$ cat src/rtl/sram_pkg.sv
// Shared definitions for the SRAM responder: controller state encoding and
// default geometry constants.
package sram_pkg;

    // Controller state: CLEAR zeroes the array after reset, RUN serves accesses.
    typedef enum logic {
        ST_CLEAR = 1'b0,
        ST_RUN   = 1'b1
    } sram_state_t;

    localparam int DEFAULT_WIDTH = 4;
    localparam int DEFAULT_DEPTH = 32;

endpackage : sram_pkg

$ cat src/rtl/sram_storage.sv
// Word array for the SRAM responder: one write port and one registered read
// port. With SRAM_PARITY_EN defined, an even-parity bit is stored alongside
// every word and checked on each read; otherwise no parity bits exist and the
// mismatch flag is constant zero.
module sram_storage #(
    parameter int WIDTH  = 4,
    parameter int DEPTH  = 32,
    parameter int ADDR_W = 5
) (
    input  logic              clk,
    input  logic              rst,
    input  logic              wr_en,
    input  logic [ADDR_W-1:0] wr_addr,
    input  logic [WIDTH-1:0]  wr_data,
    input  logic              rd_en,
    input  logic [ADDR_W-1:0] rd_addr,
    output logic [WIDTH-1:0]  rd_data,
    output logic              rd_perr
);

    logic [WIDTH-1:0] mem_r [DEPTH];
    logic [WIDTH-1:0] rd_data_r;

    // Array write port; the array itself is not reset, it is zeroed by the
    // controller's clear sweep.
    always_ff @(posedge clk) begin
        if (wr_en) begin
            mem_r[wr_addr] <= wr_data;
        end
    end

    // Registered read port; holds its value between reads.
    always_ff @(posedge clk) begin
        if (rst) begin
            rd_data_r <= {WIDTH{1'b0}};
        end else if (rd_en) begin
            rd_data_r <= mem_r[rd_addr];
        end else begin
            rd_data_r <= rd_data_r;
        end
    end

    assign rd_data = rd_data_r;

`ifdef SRAM_PARITY_EN
    logic par_r [DEPTH];
    logic rd_perr_r;

    // Even parity: the stored bit makes the total count of ones even.
    function automatic logic calc_parity(input logic [WIDTH-1:0] data);
        return ^data;
    endfunction

    // Parity bit write port, in lockstep with the data array.
    always_ff @(posedge clk) begin
        if (wr_en) begin
            par_r[wr_addr] <= calc_parity(wr_data);
        end
    end

    // Parity check on read; the flag is only ever high in the cycle the read
    // data is presented.
    always_ff @(posedge clk) begin
        if (rst) begin
            rd_perr_r <= 1'b0;
        end else if (rd_en) begin
            rd_perr_r <= (calc_parity(mem_r[rd_addr]) != par_r[rd_addr]);
        end else begin
            rd_perr_r <= 1'b0;
        end
    end

    assign rd_perr = rd_perr_r;
`else
    assign rd_perr = 1'b0;
`endif

endmodule : sram_storage

$ cat src/rtl/sram_responder.sv
// SRAM responder: after reset, sweeps the array to zero one word per cycle,
// then serves single-cycle writes and latency-1 reads. Illegal accesses
// (we and oe together, out-of-range address, any access while clearing)
// are dropped and flagged with a one-cycle err pulse.
// Optional feature macro: SRAM_PARITY_EN (per-word even parity in storage).
module sram_responder
    import sram_pkg::*;
#(
    parameter int  WIDTH  = DEFAULT_WIDTH,
    parameter int  DEPTH  = DEFAULT_DEPTH,
    localparam int ADDR_W = (DEPTH > 1) ? $clog2(DEPTH) : 1
) (
    input  logic              clk,
    input  logic              rst,
    input  logic              cs,
    input  logic              we,
    input  logic              oe,
    input  logic [ADDR_W-1:0] addr,
    input  logic [WIDTH-1:0]  wdata,
    output logic [WIDTH-1:0]  rdata,
    output logic              rvalid,
    output logic              ready,
    output logic              err,
    output logic              parity_err
);

    localparam logic [ADDR_W-1:0] LAST_ADDR = ADDR_W'(DEPTH - 1);
    localparam logic [ADDR_W:0]   DEPTH_EXT = (ADDR_W + 1)'(DEPTH);

    sram_state_t       state_r;
    sram_state_t       next_state_s;
    logic [ADDR_W-1:0] clr_ptr_r;
    logic [ADDR_W-1:0] clr_ptr_next_s;
    logic              ready_r;
    logic              rvalid_r;
    logic              err_r;

    logic              addr_ok_s;
    logic              wr_en_s;
    logic [ADDR_W-1:0] wr_addr_s;
    logic [WIDTH-1:0]  wr_data_s;
    logic              rd_en_s;
    logic              reject_s;
    logic [WIDTH-1:0]  rd_data_s;
    logic              rd_perr_s;

    // With a power-of-two depth every address decodes to a real word.
    generate
        if (DEPTH == (1 << ADDR_W)) begin : g_addr_pow2
            assign addr_ok_s = 1'b1;
        end else begin : g_addr_range
            assign addr_ok_s = ({1'b0, addr} < DEPTH_EXT);
        end
    endgenerate

    // Next-state and access decode; reset suppresses every array access so a
    // write presented together with rst is discarded.
    always_comb begin
        next_state_s   = state_r;
        clr_ptr_next_s = clr_ptr_r;
        wr_en_s        = 1'b0;
        wr_addr_s      = addr;
        wr_data_s      = wdata;
        rd_en_s        = 1'b0;
        reject_s       = 1'b0;
        if (rst) begin
            next_state_s   = ST_CLEAR;
            clr_ptr_next_s = {ADDR_W{1'b0}};
        end else begin
            case (state_r)
                ST_CLEAR: begin
                    wr_en_s   = 1'b1;
                    wr_addr_s = clr_ptr_r;
                    wr_data_s = {WIDTH{1'b0}};
                    reject_s  = cs;
                    if (clr_ptr_r == LAST_ADDR) begin
                        next_state_s   = ST_RUN;
                        clr_ptr_next_s = {ADDR_W{1'b0}};
                    end else begin
                        clr_ptr_next_s = clr_ptr_r + ADDR_W'(1);
                    end
                end
                ST_RUN: begin
                    if (cs) begin
                        if ((we && oe) || !addr_ok_s) begin
                            reject_s = 1'b1;
                        end else if (we) begin
                            wr_en_s = 1'b1;
                        end else if (oe) begin
                            rd_en_s = 1'b1;
                        end else begin
                            reject_s = 1'b0;
                        end
                    end else begin
                        reject_s = 1'b0;
                    end
                end
                default: begin
                    next_state_s   = ST_CLEAR;
                    clr_ptr_next_s = {ADDR_W{1'b0}};
                end
            endcase
        end
    end

    // Controller state, clear pointer and registered status outputs.
    always_ff @(posedge clk) begin
        if (rst) begin
            state_r   <= ST_CLEAR;
            clr_ptr_r <= {ADDR_W{1'b0}};
            ready_r   <= 1'b0;
            rvalid_r  <= 1'b0;
            err_r     <= 1'b0;
        end else begin
            state_r   <= next_state_s;
            clr_ptr_r <= clr_ptr_next_s;
            ready_r   <= (next_state_s == ST_RUN);
            rvalid_r  <= rd_en_s;
            err_r     <= reject_s;
        end
    end

    sram_storage #(
        .WIDTH  (WIDTH),
        .DEPTH  (DEPTH),
        .ADDR_W (ADDR_W)
    ) u_storage (
        .clk     (clk),
        .rst     (rst),
        .wr_en   (wr_en_s),
        .wr_addr (wr_addr_s),
        .wr_data (wr_data_s),
        .rd_en   (rd_en_s),
        .rd_addr (addr),
        .rd_data (rd_data_s),
        .rd_perr (rd_perr_s)
    );

    assign rdata      = rd_data_s;
    assign rvalid     = rvalid_r;
    assign ready      = ready_r;
    assign err        = err_r;
    assign parity_err = rd_perr_s;

endmodule : sram_responder

$ cat config.mk
export PLATFORM = sky130hd
export DESIGN_NAME = sram_responder
export DESIGN_NICKNAME = d
export VERILOG_FILES = /design/src/rtl/sram_pkg.sv /design/src/rtl/sram_storage.sv /design/src/rtl/sram_responder.sv
export SDC_FILE = /design/constraint.sdc
export NUM_CORES = 1
export LEC_CHECK = 0
export CORE_ASPECT_RATIO = 1.75
export CORE_MARGIN = 1.5
export CORE_UTILIZATION = 62
export DETAILED_ROUTE_END_ITERATION = 10
export PLACE_DENSITY = 0.81
export SLEW_MARGIN = 20
export SYNTH_ARGS = -nofsm -noshare
export SYNTH_HDL_FRONTEND = slang
export SYNTH_SLANG_ARGS = --single-unit
$ cat constraint.sdc
create_clock -name clk -period 4.95 [get_ports clk]
set_clock_uncertainty 0.2 [all_clocks]
set_input_delay 0.99 -clock clk [delete_from_list [all_inputs] [get_ports clk]]
set_output_delay 0.99 -clock clk [all_outputs]
set_load 0.01 [all_outputs]
# After elaboration in Yosys (flattened, before gate mapping)

Memory sizes are Yosys's and may differ from the RTL's. A register that Yosys moved wholly into a read port is not among the register bits.
Index checks and enable logic that the tools add are counted.

Add/sub/neg operators: 1
Eq/ne operators: 1
Multiplexer cells: 23
Bitwise gates (word level): 1
Reductions and logical operators: 1

Operators with widths:

| cell                                                          | number |
|---|---|
| 1-bit 2-to-1 mux                                              | 16 |
| 5-bit 2-to-1 mux                                              | 3 |
| 4-bit 2-to-1 mux                                              | 2 |
| 5-bit by 1-bit adder with 5-bit output, second input constant | 1 |
| 5-bit equality test, second input constant                    | 1 |
| 1-bit case mux with 2 select lines                            | 2 |
| 1-bit logical AND                                             | 1 |
| 1-bit NOT                                                     | 1 |

Register bits: 8
RAM bits: 128
Output and inout port bits: 8
Logic and storage cells: 32
Memories: 1

Memories:

| memory          | depth | bits a word | rd ports | clocked after Yosys merged registers in | write ports | line               | RTL |
|---|---|---|---|---|---|---|---|
| u_storage.mem_r | 32    | 4           | 1        | 1                                       | 1           | sram_storage.sv:21 | `logic [WIDTH-1:0] mem_r [DEPTH];` |

# Depth between registers and ports, before layout

Gate-level depths: netlist of the first run.

Word-level depth: 7
Mapped depth: 8
Depth with buffers taken out: 6

# Cells and area by module

Synthesis of the first run repeated with hierarchy kept, for this count alone.

Cells, all modules: 376
Area total of the unflattened synthesis: 5816.8 um^2

By module, submodules not included:

| module         | times used | cells each | area each (um^2) | seq. area each (um^2) |
|---|---|---|---|---|
| sram_storage   | 1          | 327        | 5365.1           | 3923.8 |
| sram_responder | 1          | 49         | 451.7            | 160.2 |

# Least setup slack after synthesis of the first run

Ideal clock, no wire load.

Kind: input-to-reg
From: in rst
To: mem u_storage.mem_r[0][0] (data pin)
Library setup time: 0.359 ns
Arrival time: 2.397 ns
Path slack: 1.994 ns
Stages: 4
Buffers on the path: 2
Path through: clkbuf_1 -> nor2_1 -> clkbuf_1 -> nor2b_1

Cells in the longest elaborated chain, start to end: 1

Ends and longest elaborated chain:

| element                        | line                 | RTL |
|---|---|---|
| start, declared                | sram_responder.sv:14 | `input logic rst,` |
| 4-bit 2-to-1 mux               | sram_responder.sv:66 | `if (rst) begin` |
| named net u_storage.wr_data[0] | sram_storage.sv:14   | `input logic [WIDTH-1:0] wr_data,` |
| end, declared                  | sram_storage.sv:21   |  |

The timed path passes the listed nets, and every way through them passes these cells.

# Worst setup path in the final report of the first run

From: in rst
To: mem u_storage.mem_r[14][0] (enable)

Cells in the longest elaborated chain, start to end: 3
Elaborated cells between the ends (all ways): 4
Classes of those cells: 4 x mux

Ends and longest elaborated chain:

| element                                | line                 | RTL |
|---|---|---|
| 1-bit 2-to-1 mux                       | sram_responder.sv:66 |  |
| 1-bit 2-to-1 mux                       | sram_storage.sv:27   | `if (wr_en) begin` |
| 1-bit 2-to-1 mux (not written as such) | sram_storage.sv:28   | `mem_r[wr_addr] <= wr_data;` |

Several ways; a longest one is shown, not always the timed one.

==> results of run 1 <==
-- state kept, by name (all words and copies together) (netlist names) --
register	count
rvalid	1
clr_ptr_r	5
u_storage.mem_r	128
ready	1
err	1
u_storage.rd_data	4
-- layout make-up --
cell class                 count  area share
sequential                   140       0.599
multi-input combinational    233       0.241
clock buffer                  18      0.0644
timing repair buffer          28      0.0396
clock inverter                14      0.0340
tap                          122      0.0224
-- per-stage QoR --
| step | setup slack (ns) | power [W] | cell area, um^2 | std cells |
|---|---|---|---|---|
| floorplan | 1.99 | 0.00144 | 5930 | 396 |
| global placement | 1.21 | 0.00148 | 6140 | 523 |
| detailed placement | 1.15 | 0.00148 | 6150 | 523 |
| CTS | 1.58 | 0.00288 | 6820 | 555 |
| global route | 1.41 | 0.00295 | 6820 | 555 |
| finish | 1.53 | 0.00288 | 6820 | 555 |
-- worst min path at each step --
stage	start	to	slack (ns)	cells after the start
after floorplan	clr_ptr_r[3]$_SDFFE_PP0N_	clr_ptr_r[3]$_SDFFE_PP0N_	0.28	2
final	u_storage.rd_data[2]$_SDFFE_PP0P_	u_storage.rd_data[2]$_SDFFE_PP0P_	0.33	2
after global routing	u_storage.rd_data[0]$_SDFFE_PP0P_	u_storage.rd_data[0]$_SDFFE_PP0P_	0.33	2
after detailed placement	u_storage.rd_data[2]$_SDFFE_PP0P_	u_storage.rd_data[2]$_SDFFE_PP0P_	0.31	2
after CTS	u_storage.rd_data[2]$_SDFFE_PP0P_	u_storage.rd_data[2]$_SDFFE_PP0P_	0.32	2
after global placement	u_storage.rd_data[3]$_SDFFE_PP0P_	u_storage.rd_data[3]$_SDFFE_PP0P_	0.31	2
-- critical path, cell delays in order --
cell,delay [ns]
sky130_fd_sc_hd__clkdlybuf4s50_1,0.71
sky130_fd_sc_hd__nor2_1,0.20
sky130_fd_sc_hd__buf_4,0.25
sky130_fd_sc_hd__nor3b_1,0.07
sky130_fd_sc_hd__o21ai_1,0.83
sky130_fd_sc_hd__nor2_1,0.28
-- synthesized netlist by cell type, types with 4 or more instances --
master                     count
sky130_fd_sc_hd__a21oi_1      21
sky130_fd_sc_hd__a22oi_1      27
sky130_fd_sc_hd__a22oi_2       5
sky130_fd_sc_hd__buf_6        10
sky130_fd_sc_hd__clkbuf_1      7
sky130_fd_sc_hd__dfxtp_1      12
sky130_fd_sc_hd__edfxtp_1    128
sky130_fd_sc_hd__mux2i_1      67
sky130_fd_sc_hd__nand2_1      15
sky130_fd_sc_hd__nand2b_1      5
sky130_fd_sc_hd__nand3b_1      4
sky130_fd_sc_hd__nor2_1       45
sky130_fd_sc_hd__nor2b_1       6
sky130_fd_sc_hd__o21ai_0       6
sky130_fd_sc_hd__or4_1         4
-- layer usage --
| layer | track usage | routed length, um |
|---|---|---|
| met1 | 0.289 | 4540 |
| met4 | 0.158 | 595 |
| met2 | 0.444 | 6550 |
| met3 | 0.0540 | 636 |
| met5 | 0 | 0 |
-- kinds of logic after synthesis --
| logic type | after synthesis | share of synthesized area |
|---|---|---|
| DFF | 140 | 0.689 |
| AOI/OAI and AO/OA | 68 | 0.0783 |
| muxes | 68 | 0.115 |
| adders and majority gates | 2 | 0.00422 |
| and+or+nand+nor | 94 | 0.0764 |
| other | 1 | 0.000633 |
| buffers and inverters | 23 | 0.0365 |
-- power breakdown --
| group | switching (W) | internal (W) | leakage [nW] |
|---|---|---|---|
| Combinational | 0.0000956 | 0.0000544 | 0.779 |
| Sequential | 0.00000708 | 0.00130 | 1.27 |
| Clock | 0.000507 | 0.000918 | 0.328 |
==> Flow_metrics.wiki, run 1 <==
{| class="wikitable"
! Metric !! Value
|-
| Count of nets after finishing || between 400 and 500
|-
| Die area || 10200 um^2
|-
| Number of synthesis warnings || 0
|-
| Number of post-CTS setup repair buffers || 0
|-
| Post-DP HPWL || approximately 8 mm
|-
| Average routed wire per standard cell || 22.2 um
|-
| Setup TNS Final || 0 ns
|-
| Syn Std Cell Area || 5930 um^2
|-
| Final hold viol count || 0
|-
| Fin. max-slew vios || 0
|-
| Layout cells sized above 1 || 0.127
|-
| First-pass GRT wire length || 18.7 mm
|-
| Data arrival time at the worst-slack endpoint || about 3.3 ns
|-
| Clock Root Buffer || sky130_fd_sc_hd__clkbuf_16
|-
| Crit Path Class || in -> reg
|-
| Worst Hold Slack || ~0.33 ns
|-
| Remaining global-route overflow || 0
|-
| Initial antenna violation count || 0
|-
| Number of enable-type register cells in the synthesized netlist || approximately 130
|-
| Mapped Cells || 396
|-
| Dominant synthesized flop cell || sky130_fd_sc_hd__edfxtp_1
|-
| Largest fanout on the critical path || 19
|-
| Post-cts hold buffer count || 0
|-
| Fill cells || 574
|-
| Setup-failing EPs final || 0
|-
| Initial standard-cell utilization of the core || 0.634
|-
| Iter 0 DRT Violations || 372
|-
| RSZ-0062 raised after global routing || false
|-
| Routability-driven placement congestion ratio || 0.825
|-
| Pin count of the biggest net entering global routing || 50
|-
| Clock-pin slew on the worst setup and hold paths || ~0.06 ns
|-
| Aggregate routed wire length || 12.3 mm
|-
| Average instance area after synthesis || 15.0 um^2
|-
| Count of cells along the worst register-to-register path || 5
|-
| End point of the critical path || u_storage.mem_r[14][0]$_DFFE_PP_
|-
| Top-area cell type share of the netlist area || 0.648
|-
| Period utilisation layout || 0.692
|-
| FF-to-FF End || u_storage.mem_r[14][0]$_DFFE_PP_
|-
| ANT nets after route || 0
|-
| Transition at the pin with the smallest max-transition slack || 1.03 ns
|-
| Slew margin rel. || 0.306
|-
| Via-per-instance ratio || roughly 6.2
|-
| Top-level port count || 22
|-
| Pre-Repair DR Iteration Count || 5
|-
| Register-to-register path setup slack || 2.36 ns
|-
| Most common library cell in the layout ignoring fill and taps || sky130_fd_sc_hd__edfxtp_1
|-
| Largest cells by area after synthesis || sky130_fd_sc_hd__edfxtp_1 (65%), sky130_fd_sc_hd__mux2i_1 (11%), sky130_fd_sc_hd__dfxtp_1 (4.1%)
|-
| Clock latency on the worst-skew pair || 0.43 ns
|-
| Commonest cells after routing, fill and taps aside || sky130_fd_sc_hd__edfxtp_1 (128), sky130_fd_sc_hd__mux2i_1 (67), sky130_fd_sc_hd__nor2_1 (45)
|-
| Via count || 3425
|-
| Max-cap check violation count || 0
|-
| Number of buffers created by CTS || 17
|-
| Final core utilization || 0.729
|-
| Critical path capture point type || flip-flop
|-
| Bufs on Longest Clock Path || 2
|-
| Drc violations || 0
|-
| CTS H-tree depth || 4
|-
| Cell type with the largest total area after synthesis || sky130_fd_sc_hd__edfxtp_1
|-
| Status || finished clean
|-
| CP Launch Type || primary input
|-
| Minimum clock period after layout || 3.42 ns
|-
| VDD IR-drop max || 0.357 mV
|-
| Layout overhead on the synthesized area || 15.0%
|-
| Post-CTS resize count || 0
|-
| Start of the worst register-to-register path || ready$_SDFF_PP0_
|-
| Area used by sequential logic in the layout || 4080 um^2
|-
| Cell row count || 47
|-
| N_diodes || 0
|-
| Count of buffers from port buffering || 20
|-
| Static Leak || 2.38 nW
|-
| Die height || 132 um
|-
| Number of flip-flops and latches in the synthesized netlist || 140
|-
| Post-synth ARST share || 0
|-
| Classification of the worst-slack hold path || reg -> reg
|-
| Placeable core region || 9350 um^2
|-
| Total clock sinks || 140
|-
| Highest attainable clock frequency || between 200 and 300 MHz
|-
| Worst setup path startpoint || rst
|-
| Vias in the first global route || between 3000 and 4000
|-
| Multi-input gate area || 1640 um^2
|-
| Critical path required time || 4.87 ns
|-
| X dimension of the die || 76.9 um
|-
| Tot GR Track Use || 0.258
|-
| TritonCTS clock tree || built
|-
| Sequential element share of the synthesized area || 0.689
|-
| Areal power density over the cells || 423 nW/um^2
|-
| Unique cell type count in the Yosys netlist || 36
|-
| Synthesized netlist net count || 412
|}
Note: power is estimated with default switching activity, not from simulation.
==> run 2, diff against run 1 <==
CORE_UTILIZATION = 55   (was 62)
PLACE_DENSITY = 0.76   (was 0.81)
clock period = 3.05 ns   (was 4.95 ns; I/O delays follow)
==> run 2 against run 1 <==
Against the previous run:
- clock power increased by 70%
- die area increased by 12%
- count of clock-buffer cells in the layout increased by 1
- sequential share of layout area decreased by 1.1 points
- worst setup slack worse by 1.1 ns
- critical endpoint is now u_storage.rd_data[3]$_SDFFE_PP0P_
==> Flow_metrics.wiki, run 2 (synthesized netlist as in run 1, its figures left out) <==
{| class="wikitable"
! Metric !! Value
|-
| Initial antenna violation count || 0
|-
| Placeable core region || 10600 um^2
|-
| Bufs on Longest Clock Path || 2
|-
| Layout overhead on the synthesized area || 17.1%
|-
| Pin count of the biggest net entering global routing || 36
|-
| Count of buffers from port buffering || 20
|-
| Clock Root Buffer || sky130_fd_sc_hd__clkbuf_16
|-
| Register-to-register path setup slack || 0.68 ns
|-
| Tot GR Track Use || 0.247
|-
| Routability-driven placement congestion ratio || approximately 0.87
|-
| Classification of the worst-slack hold path || reg -> reg
|-
| N_diodes || 0
|-
| Vias in the first global route || 3575
|-
| Start of the worst register-to-register path || ready$_SDFF_PP0_
|-
| Slew margin rel. || 0.319
|-
| TritonCTS clock tree || built
|-
| Total clock sinks || 140
|-
| CP Launch Type || primary input
|-
| Count of nets after finishing || ~440
|-
| Drc violations || 0
|-
| Setup-failing EPs final || 0
|-
| Highest attainable clock frequency || 375 MHz
|-
| Endpoint with the worst hold slack || u_storage.rd_data[2]$_SDFFE_PP0P_
|-
| Max-cap check violation count || 0
|-
| Post-CTS resize count || 0
|-
| Multi-input gate area || 1640 um^2
|-
| Number of post-CTS setup repair buffers || 0
|-
| Critical path required time || 3.18 ns
|-
| Min-Delay Path Depth || 2
|-
| Clock latency on the worst-skew pair || 0.42 ns
|-
| Initial standard-cell utilization of the core || 0.561
|-
| Die height || 140 um
|-
| Static Leak || 2.43 nW
|-
| Hold Startpoint || u_storage.rd_data[2]$_SDFFE_PP0P_
|-
| Post-DP HPWL || roughly 8.5 mm
|-
| ANT nets after route || 0
|-
| Die area || between 10000 and 15000 um^2
|-
| Area used by sequential logic in the layout || 4080 um^2
|-
| Commonest cells after routing, fill and taps aside || sky130_fd_sc_hd__edfxtp_1 (128), sky130_fd_sc_hd__mux2i_1 (67), sky130_fd_sc_hd__nor2_1 (44)
|-
| Period utilisation layout || 0.875
|-
| Fill cells || 698
|-
| Register containing the most flip-flops in the final layout || u_storage.mem_r
|-
| Aggregate routed wire length || 12.8 mm
|-
| Data arrival time at the worst-slack endpoint || 2.80 ns
|-
| Final core utilization || 0.656
|-
| Count of cells along the worst register-to-register path || 5
|-
| Clock-pin slew on the worst setup and hold paths || 0.06 ns
|-
| Number of buffers created by CTS || 17
|-
| Largest fanout on the critical path || 16
|-
| RSZ-0062 raised after global routing || false
|-
| VDD IR-drop max || 0.618 mV
|-
| Via-per-instance ratio || 6.15
|-
| CTS H-tree depth || 4
|-
| Areal power density over the cells || 693 nW/um^2
|-
| Via count || 3506
|-
| Minimum clock period after layout || 2.67 ns
|-
| Final hold viol count || 0
|-
| Iter 0 DRT Violations || 348
|-
| Top-level port count || 22
|-
| Pre-Repair DR Iteration Count || 5
|-
| First-pass GRT wire length || 19.5 mm
|-
| Total Power || 0.00481 W
|-
| Remaining global-route overflow || 0
|-
| Status || finished clean
|-
| Transition at the pin with the smallest max-transition slack || 1.01 ns
|-
| FF-to-FF End || u_storage.mem_r[26][0]$_DFFE_PP_
|-
| Post-cts hold buffer count || 0
|-
| Average routed wire per standard cell || 22.5 um
|-
| X dimension of the die || 81.5 um
|-
| Most common library cell in the layout ignoring fill and taps || sky130_fd_sc_hd__edfxtp_1
|-
| Cell row count || 50
|-
| Fin. max-slew vios || 0
|-
| Max FFs per register || 128
|-
| Crit Path Class || in -> reg
|-
| Layout cells sized above 1 || 0.141
|-
| Critical path capture point type || flip-flop
|}
run 2: worst max-delay path by stage:
stage	to	slack, ns	cells after the start	startpoint
3_3_place_gp	u_storage.rd_data[2]$_SDFFE_PP0P_	-0.13	7	addr[2]
3_5_place_dp	u_storage.rd_data[1]$_SDFFE_PP0P_	-0.19	7	addr[2]
2_1_floorplan	u_storage.mem_r[0][0]$_DFFE_PP_	0.47	4	rst
5_1_grt	u_storage.mem_r[2][1]$_DFFE_PP_	0.28	6	rst
4_1_cts	u_storage.rd_data[0]$_SDFFE_PP0P_	0.22	7	addr[2]
6_report	u_storage.rd_data[3]$_SDFFE_PP0P_	0.38	7	addr[1]
run 2: layout make-up:
type                    instances  area share
clock buffers                  19      0.0638
flip-flops and latches        140       0.588
repair buffers                 35      0.0501
multi-input cells             233       0.237
well taps                     130      0.0234
clock inverters                13      0.0375
run 2: metal layers:
layer,routed length (um),GRT usage,part of all wire,vias to the layer above
met1,4390,0.265,0.34,1745
met2,7380,0.437,0.57,135
li1,-,-,-,1589
met4,477,0.130,0.037,0
met5,0,0,0,-
met3,603,0.0521,0.047,37
run 2: worst max-delay path: stages:
cell and delay [ns]:
sky130_fd_sc_hd__clkdlybuf4s50_1 0.46, sky130_fd_sc_hd__buf_4 0.17, sky130_fd_sc_hd__and2_1 0.36, sky130_fd_sc_hd__a22oi_1 0.31, sky130_fd_sc_hd__a21oi_1 0.12, sky130_fd_sc_hd__or4_1 0.51, sky130_fd_sc_hd__a211oi_1 0.26
run 2: per-stage QoR:
step           setup slack (ns)  instances  hold slack (ns)  instance area (um^2)  setup TNS (ns)
3_5_place_dp             -0.191        538            0.318                  6230          -0.676
4_1_cts                   0.221        570            0.325                  6940               0
3_3_place_gp             -0.133        538            0.300                  6230          -0.323
6_report                  0.381        570            0.323                  6940               0
5_1_grt                   0.275        570            0.352                  6940               0
2_1_floorplan             0.474        396            0.280                  5930               0
run 2: power by group:
group	internal (W)	total [W]	switching [W]
clock	0.00165	0.00243	0.000788
sequential	0.00211	0.00212	0.0000103
combinational	0.0000956	0.000253	0.000158
